--- src/rtl/control_bus_rtc.sv ---
`timescale 1ns/1ps
// control_bus_rtc: sequences one address/data bus cycle on a multiplexed RTC bus.
// Optional macro CTRL_BUS_TURNAROUND_EN adds a one-cycle bus turnaround between address and data phases.
module control_bus_rtc #(
    parameter int T_SETUP = 2,
    parameter int T_PULSE = 4,
    parameter int T_HOLD  = 2
) (
    input  logic       clk,
    input  logic       reset,
    input  logic       iniciar,
    input  logic       leer,
    input  logic [7:0] direccion,
    input  logic [7:0] dato_escritura,
    output logic [7:0] dato_leido,
    output logic       listo,
    output logic       ocupado,
    output logic       cs_n,
    output logic       ad_n,
    output logic       rd_n,
    output logic       wr_n,
    output logic [7:0] ad_out,
    output logic       ad_oe,
    input  logic [7:0] ad_in
);

    if (T_SETUP < 1 || T_SETUP > 15 || T_PULSE < 1 || T_PULSE > 15 ||
        T_HOLD < 1 || T_HOLD > 15) begin : g_param_check
        $error("control_bus_rtc: T_SETUP, T_PULSE and T_HOLD must be in 1..15");
    end

    typedef enum logic [3:0] {
        IDLE, A_SETUP, A_PULSE, A_HOLD, TURN, D_SETUP, D_PULSE, D_HOLD, FIN
    } state_t;

    state_t     state;
    state_t     state_nxt;
    logic [3:0] cnt;
    logic [3:0] last;
    logic       phase_done;

    logic       cap_leer;
    logic [7:0] cap_dir;
    logic [7:0] cap_dato;

    logic       rd_sel;
    logic [7:0] dir_sel;
    logic [7:0] dato_sel;
    logic       addr_ph;
    logic       data_ph;

    always_comb begin
        last = 4'd0;
        case (state)
            A_SETUP, D_SETUP: last = 4'(T_SETUP - 1);
            A_PULSE, D_PULSE: last = 4'(T_PULSE - 1);
            A_HOLD,  D_HOLD:  last = 4'(T_HOLD - 1);
            default:          last = 4'd0;
        endcase
    end

    assign phase_done = (cnt == last);

    always_comb begin
        state_nxt = state;
        case (state)
            IDLE:    if (iniciar)    state_nxt = A_SETUP;
            A_SETUP: if (phase_done) state_nxt = A_PULSE;
            A_PULSE: if (phase_done) state_nxt = A_HOLD;
`ifdef CTRL_BUS_TURNAROUND_EN
            A_HOLD:  if (phase_done) state_nxt = TURN;
`else
            A_HOLD:  if (phase_done) state_nxt = D_SETUP;
`endif
            TURN:                    state_nxt = D_SETUP;
            D_SETUP: if (phase_done) state_nxt = D_PULSE;
            D_PULSE: if (phase_done) state_nxt = D_HOLD;
            D_HOLD:  if (phase_done) state_nxt = FIN;
            FIN:                     state_nxt = IDLE;
            default:                 state_nxt = IDLE;
        endcase
    end

    // Outputs are registered from the next state, so the request fields come
    // straight from the inputs on the accepting edge and from the capture afterwards.
    assign rd_sel   = (state == IDLE) ? leer           : cap_leer;
    assign dir_sel  = (state == IDLE) ? direccion      : cap_dir;
    assign dato_sel = (state == IDLE) ? dato_escritura : cap_dato;
    assign addr_ph  = state_nxt inside {A_SETUP, A_PULSE, A_HOLD};
    assign data_ph  = state_nxt inside {D_SETUP, D_PULSE, D_HOLD};

    always_ff @(posedge clk or posedge reset) begin
        if (reset) begin
            state      <= IDLE;
            cnt        <= 4'd0;
            cap_leer   <= 1'b0;
            cap_dir    <= 8'h00;
            cap_dato   <= 8'h00;
            dato_leido <= 8'h00;
            listo      <= 1'b0;
            ocupado    <= 1'b0;
            cs_n       <= 1'b1;
            ad_n       <= 1'b1;
            rd_n       <= 1'b1;
            wr_n       <= 1'b1;
            ad_out     <= 8'h00;
            ad_oe      <= 1'b0;
        end else begin
            state <= state_nxt;
            cnt   <= (state_nxt == state && state != IDLE) ? cnt + 4'd1 : 4'd0;

            if (state == IDLE && iniciar) begin
                cap_leer <= leer;
                cap_dir  <= direccion;
                cap_dato <= dato_escritura;
            end

            if (state == D_PULSE && phase_done && cap_leer) begin
                dato_leido <= ad_in;
            end

            cs_n    <= (state_nxt == IDLE) || (state_nxt == FIN);
            ad_n    <= !addr_ph;
            wr_n    <= !((state_nxt == A_PULSE) || (state_nxt == D_PULSE && !rd_sel));
            rd_n    <= !(state_nxt == D_PULSE && rd_sel);
            ad_oe   <= addr_ph || (data_ph && !rd_sel);
            ad_out  <= addr_ph ? dir_sel : ((data_ph && !rd_sel) ? dato_sel : 8'h00);
            listo   <= (state_nxt == FIN);
            ocupado <= !(state_nxt == IDLE || state_nxt == FIN);
        end
    end

endmodule

--- config.mk ---
export PLATFORM = sky130hd
export DESIGN_NAME = control_bus_rtc
export DESIGN_NICKNAME = d
export VERILOG_FILES = /design/src/rtl/control_bus_rtc.sv
export SDC_FILE = /design/constraint.sdc
export NUM_CORES = 1
export LEC_CHECK = 0
export ABC_AREA = 1
export CORE_UTILIZATION = 65
export CTS_BUF_LIST = sky130_fd_sc_hd__clkbuf_8
export DETAILED_ROUTE_END_ITERATION = 10
export DONT_BUFFER_PORTS = 1
export PLACE_DENSITY = 0.81
export SLEW_MARGIN = 20
export SYNTH_ARGS = -nofsm -noshare
export SYNTH_HDL_FRONTEND = slang
export SYNTH_SLANG_ARGS = --single-unit
--- constraint.sdc ---
create_clock -name clk -period 2 [get_ports clk]
set_input_delay 0.3 -clock clk [delete_from_list [all_inputs] [get_ports clk]]
set_output_delay 0.3 -clock clk [all_outputs]
set_load 0.01 [all_outputs]
==> results.cfg, run 1 <==
[outcome]
outcome = finished, violations left
failed_checks = negative hold slack

[global_route]
grt.met2_usage = 0.4301
first_global_vias = 1507
gr-usage-met3 = 0.08529
grt_max_degree = 38
grt-ovfl-total = 0
grt_use_total = 0.2510
initial_antenna_violation_count = 0
top_usage_layer = met2
grt_pass1_wl_um = 6527
global_route.usage.met1 = 0.2824

[placed_design]
port_buffers = 0
globalplace.congestion = 0.9375
detailed_place_hpwl_um = 2968
post-place-ws_ns = 0.07975

[final_layout]
layout.cells.most_common_list = sky130_fd_sc_hd__nand2_1 (65), sky130_fd_sc_hd__dfrtp_1 (41), sky130_fd_sc_hd__o21ai_0 (38)
final_net_count = 303
antenna_cells = 0
layout.cells.most_common = sky130_fd_sc_hd__nand2_1
post_route_cells_drive_above_1_share = 0.1600
area_growth_syn_to_layout_pct = 9.548
nFillCells = 249

[route]
ant_nets = 0
routed-via-count = 1667
finalWirelength_um = 4175
drt_iter0_drc = 53
dr.pass1.iters = 5
route.detailed.wl_per_inst_um = 13.09
avgViaCountPerCell = 5.226
drc = 0

[synthesis]
yosysSeqAreaShare = 0.5446
synthesis.instances = 268
yosysTopAreaCell = sky130_fd_sc_hd__dfrtp_1
synthArstFlopShare = 1.000
ys_seq_elements = 48
postSynth.topFlopCell = sky130_fd_sc_hd__dfrtp_1
mappedNetlistArea_sq_um = 2215
synth.avg_cell_area_sq_um = 8.264
post-synth-top-area-fraction = 0.4972
synth.lib_cells_used.distinct = 25
syn-num-nets = 297
yosys-top-cells-area = sky130_fd_sc_hd__dfrtp_1 (50%), sky130_fd_sc_hd__nand2_1 (11%), sky130_fd_sc_hd__o21ai_0 (8.8%), sky130_fd_sc_hd__inv_1 (6.4%), sky130_fd_sc_hd__nand3_1 (6.3%)
yosysWarnings = 0
synth_enable_flop_cells = 0

[timing]
finalHoldViolCount = 15
min_period_over_period = 0.9036
fin_ws_ns = 0.1929
report.final.slew_viol_count = 0
totalNegativeSetupSlack_ns = 0
post-route-min-period_ns = 1.807
rsz_0062_raised_after_global_routing = no
maxClockFrequency_mhz = 553.4
worst_slew_pin_tran_ns = 0.7325
worst_slew_margin_rel = 0.5109
finalClockSkew_ns = 0.005528
final_report_setup_violation_count = 0
worst_hold_slack_ns = -0.01052

[clock_tree]
clock_slew_at_reported_path_ffs_ns = 0.08
sink_count = 48
cts_inserted_buffers = 5
clock_tree.buffer_depth = 2
tritoncts = done
cts.hold.buffers_added = 0
cts.root.buffer_cell = sky130_fd_sc_hd__clkbuf_8
cts_htree_levels = 2
worst_skew_pair.late_latency_ns = 0.31

[floorplanning]
die_area_sq_um = 3645
die_y_um = 60.37
fp.dieW_um = 60.37
floorplan.io_pins = 51
floorplan.initialDensity = 0.7024
floorplan.rows = 20
coreArea_sq_um = 3153

[hold_path]
worst_hold_check_path_type = primary input to async pin

[pwr]
power.leakage_nw = 1.295
powerDensity_nw_per_um2 = 1800
max-vdd-ir-drop_mv = 0.9522

[critical_path]
timing.critical_path.arrival_ns = 2.00
cell_repeated_most_along_the_worst_path = sky130_fd_sc_hd__nand2_1
timing.critical_path.slowest_cell_delay_ns = 0.43
crit_slowest_cell = sky130_fd_sc_hd__dfrtp_2
critical_path.n_buffers_inverters = 2
critPathMaxFanout = 12
worstPathRequired_ns = 2.20
critical_path.top_delay_family = simple AND/OR/NAND/NOR gates
critPathLaunchType = flop
timing.critical_path.cells = inv_1 -> nand2_2 -> nand2_1 -> nand2_1 -> nand2_2 -> nand3_2 -> nand2_1 -> nand2_1 -> nor2_2 -> nand3_1 -> buf_4 -> nand3_1 -> nand2_1
end_kind = flop
start_to_end_type_of_the_worst_setup_path = flop to flop

[job]
maxCapViolCount = 0
cells in the mapped netlist (2+ instances only):
library cell and count:
sky130_fd_sc_hd__nor2_1 14, sky130_fd_sc_hd__inv_1 38, sky130_fd_sc_hd__clkbuf_1 6, sky130_fd_sc_hd__buf_4 2
sky130_fd_sc_hd__dfstp_2 4, sky130_fd_sc_hd__nor2_2 3, sky130_fd_sc_hd__nand4_2 2, sky130_fd_sc_hd__inv_2 5
sky130_fd_sc_hd__o21ai_0 39, sky130_fd_sc_hd__dfrtp_1 44, sky130_fd_sc_hd__nand3_2 2, sky130_fd_sc_hd__nand3_1 28
sky130_fd_sc_hd__nor3_1 3, sky130_fd_sc_hd__nand2_1 65, sky130_fd_sc_hd__nand2_2 3
kinds of logic after synthesis:
logic type / count (synthesis) / synth area share
flops: 48 / 0.5446
fa+ha+maj: 1 / 0.005649
compound gates: 44 / 0.1034
simple gates: 121 / 0.2463
buf+inv: 52 / 0.09209
xor+xnor: 2 / 0.007911
worst paths after layout:
kind                            start  slack, ns  cells after the start            end
min                             reset      -0.01                      1          ad_oe
max in group asynchronous       reset       1.38                      2         cnt[1]
max reg2reg                  state[1]       0.19                     13      ad_out[7]
min reg2reg                cap_dir[6]       0.49                      2     cap_dir[6]
max                          state[1]       0.19                     13      ad_out[7]
min in group clk             ad_in[7]       0.13                      2  dato_leido[7]
area by class of cell:
| type | count | area (sq um) | area share |
|---|---|---|---|
| Sequential cell | 48 | 1210 | 0.4987 |
| Multi-Input combinational cell | 169 | 847.1 | 0.3491 |
| Timing Repair Buffer | 7 | 52.55 | 0.02166 |
| Tap cell | 44 | 55.05 | 0.02269 |
| Clock buffer | 6 | 82.58 | 0.03404 |
| Clock inverter | 2 | 15.01 | 0.006189 |
| Inverter | 43 | 163.9 | 0.06756 |
metrics by stage:
step | util | cells | hold WS (ns) | area (sq um) | power [mW]
CTS | 0.7468 | 315 | 0.001493 | 2355 | 4.201
global route | 0.7694 | 319 | 0.04156 | 2426 | 4.749
finish | 0.7694 | 319 | -0.01052 | 2426 | 4.367
global placement | 0.7159 | 307 | 0.3469 | 2257 | 3.509
detailed placement | 0.7159 | 307 | 0.3402 | 2257 | 3.592
floorplan | - | 268 | 0.4319 | 2215 | 3.189
power breakdown:
| group | total (mW) | internal, mW | switching, mW |
|---|---|---|---|
| Combinational | 1.97 | 0.692 | 1.28 |
| Sequential | 1.79 | 1.43 | 0.359 |
| Clock | 0.604 | 0.280 | 0.324 |
timing repair:
item / in CTS / in global routing
buffers inserted: 0 / 3
hold endpoints to repair: 0 / 0
resized for setup: 0 / 12
endpoints found under the setup margin: 0 / 11
per-layer routing:
metal	wire (um)	vias up
met5	0	-
li1	-	849
met4	129	0
met2	2104	52
met1	1724	748
met3	217	18
state kept, by name (all words and copies together) (netlist names):
register	flops
ad_out	8
cap_dato	8
cap_dir	8
dato_leido	8
cnt	4
state	4
ad_n	1
ad_oe	1
cap_leer	1
cs_n	1
listo	1
ocupado	1
rd_n	1
wr_n	1
Note: power is estimated with default switching activity, not from simulation.
==> run 2, diff against run 1 <==
--- a/config.mk
+++ b/config.mk
@@ -6,11 +6,11 @@
 export NUM_CORES = 1
 export LEC_CHECK = 0
 export ABC_AREA = 1
-export CORE_UTILIZATION = 65
-export CTS_BUF_LIST = sky130_fd_sc_hd__clkbuf_8
+export CORE_UTILIZATION = 67
+export CTS_BUF_LIST = sky130_fd_sc_hd__clkbuf_8 sky130_fd_sc_hd__clkbuf_16
 export DETAILED_ROUTE_END_ITERATION = 10
 export DONT_BUFFER_PORTS = 1
-export PLACE_DENSITY = 0.81
+export PLACE_DENSITY = 0.83
 export SLEW_MARGIN = 20
 export SYNTH_ARGS = -nofsm -noshare
 export SYNTH_HDL_FRONTEND = slang
==> constraint.sdc (replaced) <==
create_clock -name clk -period 2.3 [get_ports clk]
set_input_delay 0.345 -clock clk [delete_from_list [all_inputs] [get_ports clk]]
set_output_delay 0.345 -clock clk [all_outputs]
set_load 0.01 [all_outputs]
==> results.cfg, run 2 (synthesis results as in run 1) <==
[pwr]
power.clock.fraction = 0.162
total_power_mw = 3.687
power.switching_fraction = 0.4429
power.leakage_nw = 1.291
powerDensity_nw_per_um2 = 1552
cell_internal_pwr_mw = 2.054
max-vdd-ir-drop_mv = 0.8619
switchingPower_mw = 1.633
sequential_fraction_of_design_power = 0.423
pwr-share-comb = 0.415

[final_layout]
layout.cell_area.non_filler_sq_um = 2376
final_net_count = 299
final-instance-count-excl-fill = 315
final_util = 0.7657
layout.cells.most_common = sky130_fd_sc_hd__nand2_1
post_route_cells_drive_above_1_share = 0.1255
area_growth_syn_to_layout_pct = 7.288
antenna_cells = 0
layout.cells.most_common_list = sky130_fd_sc_hd__nand2_1 (65), sky130_fd_sc_hd__dfrtp_1 (44), sky130_fd_sc_hd__o21ai_0 (39)

[route]
routed-via-count = 1703
drc = 0
finalWirelength_um = 4184
drt_iter0_drc = 97
route.detailed.wl_per_inst_um = 13.28
dr.pass1.iters = 4
avgViaCountPerCell = 5.406
ant_nets = 0

[placed_design]
post_placement_cell_count = 306
port_buffers = 0
globalplace.congestion = 0.8755
post_dp_cell_area_sq_um = 2250
detailed_place_hpwl_um = 2831

[timing]
final_report_setup_violation_count = 0
finalClockSkew_ns = 0.007081
maxClockFrequency_mhz = 492.3
finalHoldViolCount = 0
worst_slew_pin_tran_ns = 0.5300
min_period_over_period = 0.8831
report.final.slew_viol_count = 0
rsz_0062_raised_after_global_routing = no
post-route-min-period_ns = 2.031
worst_slew_margin_rel = 0.6461
totalNegativeSetupSlack_ns = 0

[clock_tree]
tritoncts = done
post-cts-setup-buffers = 0
sink_count = 48
clock_slew_at_reported_path_ffs_ns = 0.09
cts_htree_levels = 2
cts.root.buffer_cell = sky130_fd_sc_hd__clkbuf_8
worst_skew_pair.late_latency_ns = 0.30
clock_tree.buffer_depth = 2
cts_inserted_buffers = 5

[floorplanning]
floorplan.initialDensity = 0.7137
floorplan.rows = 20
die_area_sq_um = 3539
coreArea_sq_um = 3103
floorplan.io_pins = 51
die_y_um = 59.49
fp.dieW_um = 59.49

[critical_path]
end_kind = flop
worstPathRequired_ns = 2.54
critPathLaunchType = flop
timing.critical_path.arrival_ns = 2.27
crit_slowest_cell = sky130_fd_sc_hd__dfrtp_1
cell_repeated_most_along_the_worst_path = sky130_fd_sc_hd__nand2_1
regToRegStartpoint = state[3]
start_to_end_type_of_the_worst_setup_path = flop to flop
timing.critical_path.slowest_cell_delay_ns = 0.44
critical_path.n_buffers_inverters = 2
setup.worst_path.start = state[3]
critical_path.top_delay_family = simple AND/OR/NAND/NOR gates
timing.critical_path.cells = inv_2 -> nand3_2 -> nand2_1 -> inv_2 -> nor2_2 -> nand4_2 -> nand2_1 -> nand2_2 -> nor2_4 -> nand3_1 -> nand2_1
critPathMaxFanout = 11

[global_route]
grt_use_total = 0.2567
initial_antenna_violation_count = 0
grt_pass1_wl_um = 6520
first_global_vias = 1497
grt-ovfl-total = 0
grt_max_degree = 35

[hold_path]
hp-start = ad_in[7]
worst_hold_check_path_type = primary input to flop

[job]
maxCapViolCount = 0

[outcome]
outcome = finished, final reports clean
-- run 2: changes by cell type in the layout (fill, tap and decap cells not counted), moves of 2 or more --
| cell | change |
|---|---|
| sky130_fd_sc_hd__buf_4 | -4 |
| sky130_fd_sc_hd__dfrtp_2 | -3 |
| sky130_fd_sc_hd__nor2_4 | -2 |
| sky130_fd_sc_hd__dfrtp_1 | +3 |
-- run 2: timing repair --
action / CTS / global route
endpoints found under the setup margin: 0 / 2
gates resized for setup: 0 / 1
hold buffers: 1 / 0
endpoints found under the hold margin: 22 / 0
-- run 2: layout make-up --
class | count | area [sq um]
fill | 263 | 726.9
clock buffer | 5 | 68.82
sequential | 48 | 1206
inverter | 43 | 161.4
timing repair buffer | 4 | 32.53
tap | 44 | 55.05
clock inverter | 3 | 42.54
multi-input combinational | 168 | 809.5
-- run 2: worst register-to-register path: stages, from the launching register on --
cell                      delay (ns)
sky130_fd_sc_hd__dfrtp_1        0.44
sky130_fd_sc_hd__inv_2          0.16
sky130_fd_sc_hd__nand3_2        0.12
sky130_fd_sc_hd__nand2_1        0.11
sky130_fd_sc_hd__inv_2          0.04
sky130_fd_sc_hd__nor2_2         0.15
sky130_fd_sc_hd__nand4_2        0.17
sky130_fd_sc_hd__nand2_1        0.12
sky130_fd_sc_hd__nand2_2        0.16
sky130_fd_sc_hd__nor2_4         0.27
sky130_fd_sc_hd__nand3_1        0.14
sky130_fd_sc_hd__nand2_1        0.09
-- run 2: per-stage QoR --
stage / hold slack (ns) / worst slack, ns
after global routing: 0.1824 / 0.07647
final: 0.1729 / 0.2688
after CTS: 0.1730 / 0.1819
after detailed placement: 0.2973 / 0.2331
after global placement: 0.2909 / 0.3058
after floorplan: 0.4534 / 0.6084
-- run 2: path summary, 6_finish.rpt --
check / end / slack (ns) / cells after the start
worst max-delay path: ad_out[0] / 0.27 / 11
worst min-delay path: dato_leido[7] / 0.17 / 2
worst max register to register: ad_out[0] / 0.27 / 11
worst min register to register: cap_dir[5] / 0.49 / 2
max in group asynchronous: wr_n / 1.10 / 3
min in group asynchronous: ocupado / 0.55 / 2
-- run 2: power groups by stage --
stage | Clock (mW) | Combinational (mW) | Sequential, mW
floorplan | 0 | 1.26 | 1.51
global placement | 0 | 1.44 | 1.56
detailed placement | 0 | 1.49 | 1.57
CTS | 0.607 | 1.51 | 1.56
global route | 0.645 | 1.76 | 1.60
finish | 0.597 | 1.53 | 1.56
-- run 2: per-layer routing --
metal / up-vias / GRT usage / wire [um]
met5: - / 0 / 0
met4: 0 / 0.07309 / 87
met3: 10 / 0.08952 / 219
met2: 49 / 0.4350 / 2094
met1: 802 / 0.3112 / 1782
li1: 842 / - / -
==> run 3, diff against run 2 <==
--- a/config.mk
+++ b/config.mk
@@ -11,6 +11,7 @@
 export DETAILED_ROUTE_END_ITERATION = 10
 export DONT_BUFFER_PORTS = 1
 export PLACE_DENSITY = 0.83
+export SKIP_CTS_REPAIR_TIMING = 1
 export SLEW_MARGIN = 20
 export SYNTH_ARGS = -nofsm -noshare
 export SYNTH_HDL_FRONTEND = slang
==> results.cfg, run 3 (synthesis results as in run 1) <==
[route]
finalWirelength_um = 4189
drc = 0
ant_nets = 0
drt_iter0_drc = 71
routed-via-count = 1688
route.detailed.wl_per_inst_um = 13.30
avgViaCountPerCell = 5.359
dr.pass1.iters = 4

[critical_path]
critical_path.top_delay_family = simple AND/OR/NAND/NOR gates
worstPathRequired_ns = 2.54
timing.critical_path.slowest_cell_delay_ns = 0.44
start_to_end_type_of_the_worst_setup_path = flop to flop
critical_path.reg2reg.endpoint = ad_out[6]
ff2ff_path_depth = 11
timing.critical_path.arrival_ns = 2.29
setup.worst_path.start = state[3]
critPathLaunchType = flop
crit_path_end = ad_out[6]
cp.depth = 11
end_kind = flop
critical_path.n_buffers_inverters = 2
timing.critical_path.cells = inv_2 -> nand3_2 -> nand2_1 -> inv_2 -> nor2_2 -> nand4_2 -> nand2_1 -> nand2_2 -> nor2_4 -> nand3_1 -> nand2_1
crit_slowest_cell = sky130_fd_sc_hd__dfrtp_1
regToRegSetupSlack_ns = 0.25
critPathMaxFanout = 11
regToRegStartpoint = state[3]
cell_repeated_most_along_the_worst_path = sky130_fd_sc_hd__nand2_1

[global_route]
grt_use_total = 0.2562
grt_max_degree = 35
grt-ovfl-total = 0
initial_antenna_violation_count = 0
grt_pass1_wl_um = 6513
first_global_vias = 1495

[floorplanning]
die_area_sq_um = 3539
floorplan.io_pins = 51
die_y_um = 59.49
floorplan.rows = 20
coreArea_sq_um = 3103
fp.dieW_um = 59.49
floorplan.initialDensity = 0.7137

[outcome]
outcome = finished, final reports clean

[job]
maxCapViolCount = 0

[pwr]
power.leakage_nw = 1.291
powerDensity_nw_per_um2 = 1554
max-vdd-ir-drop_mv = 0.8611

[timing]
worst_slew_pin_tran_ns = 0.5402
worst_slew_margin_rel = 0.6393
rsz_0062_raised_after_global_routing = no
finalHoldViolCount = 0
maxClockFrequency_mhz = 488.7
final_report_setup_violation_count = 0
fin_ws_ns = 0.2537
finalClockSkew_ns = 0.009003
totalNegativeSetupSlack_ns = 0
post-route-min-period_ns = 2.046
worst_hold_slack_ns = 0.1732
min_period_over_period = 0.8897
report.final.slew_viol_count = 0

[final_layout]
antenna_cells = 0
area_growth_syn_to_layout_pct = 7.288
final_net_count = 299
layout.cells.most_common_list = sky130_fd_sc_hd__nand2_1 (65), sky130_fd_sc_hd__dfrtp_1 (44), sky130_fd_sc_hd__o21ai_0 (39)
post_route_cells_drive_above_1_share = 0.1255
final-instance-count-excl-fill = 315
nFillCells = 263
layout.cells.most_common = sky130_fd_sc_hd__nand2_1

[placed_design]
detailed_place_hpwl_um = 2831
port_buffers = 0
post_placement_cell_count = 306
globalplace.congestion = 0.8755
post-place-ws_ns = 0.2331

[clock_tree]
sink_count = 48
cts.root.buffer_cell = sky130_fd_sc_hd__clkbuf_8
cts_inserted_buffers = 5
cts_htree_levels = 2
worst_skew_pair.late_latency_ns = 0.30
clock_slew_at_reported_path_ffs_ns = 0.09
tritoncts = done
clock_tree.buffer_depth = 2

[hold_path]
worst_hold_check_path_type = primary input to flop
[run 3: cell counts in the layout (fill, tap and decap cells not counted)]
No cell type changed its count.
[run 3: stage by stage]
step / util / instance area (sq um) / total power [mW]
6_report: 0.7657 / 2376 / 3.691
5_1_grt: 0.7657 / 2376 / 3.997
4_1_cts: 0.7609 / 2361 / 3.676
3_5_place_dp: 0.7250 / 2250 / 3.060
3_3_place_gp: 0.7250 / 2250 / 3.000
2_1_floorplan: - / 2215 / 2.773
[run 3: layer usage]
metal  GRT usage  up-vias  wire length (um)
met5           0        -                 0
met4     0.07973        0                60
met3     0.08952        8               229
met2      0.4286       55              2066
met1      0.3127      780              1833
li1            -      845                 -
[run 3: how the worst min path moves through the flow]
stage,startpoint,end,depth (start not counted)
6_report,ad_in[7],dato_leido[7],2
5_1_grt,ad_in[1],dato_leido[1],2
4_1_cts,reset,cap_dir[4],1
3_5_place_dp,reset,cap_dir[4],1
3_3_place_gp,reset,cap_dir[4],1
2_1_floorplan,cap_dato[0],cap_dato[0],2
[run 3: where the power goes]
| part | switching (mW) | total (mW) | leakage (nW) | internal [mW] |
|---|---|---|---|---|
| logic | 1.04 | 1.53 | 0.647 | 0.493 |
| registers | 0.320 | 1.56 | 0.590 | 1.24 |
| clock network | 0.278 | 0.599 | 0.0541 | 0.322 |
| total | 1.64 | 3.69 | 1.29 | 2.05 |
[run 3: cell type report]
class                           instances  area, sq um  area share
Clock buffer                            5        68.82     0.02896
Timing Repair Buffer                    4        32.53     0.01369
Sequential cell                        48         1206      0.5076
Inverter                               43        161.4     0.06793
Multi-Input combinational cell        168        809.5      0.3407
Clock inverter                          3        42.54     0.01790
Tap cell                               44        55.05     0.02317
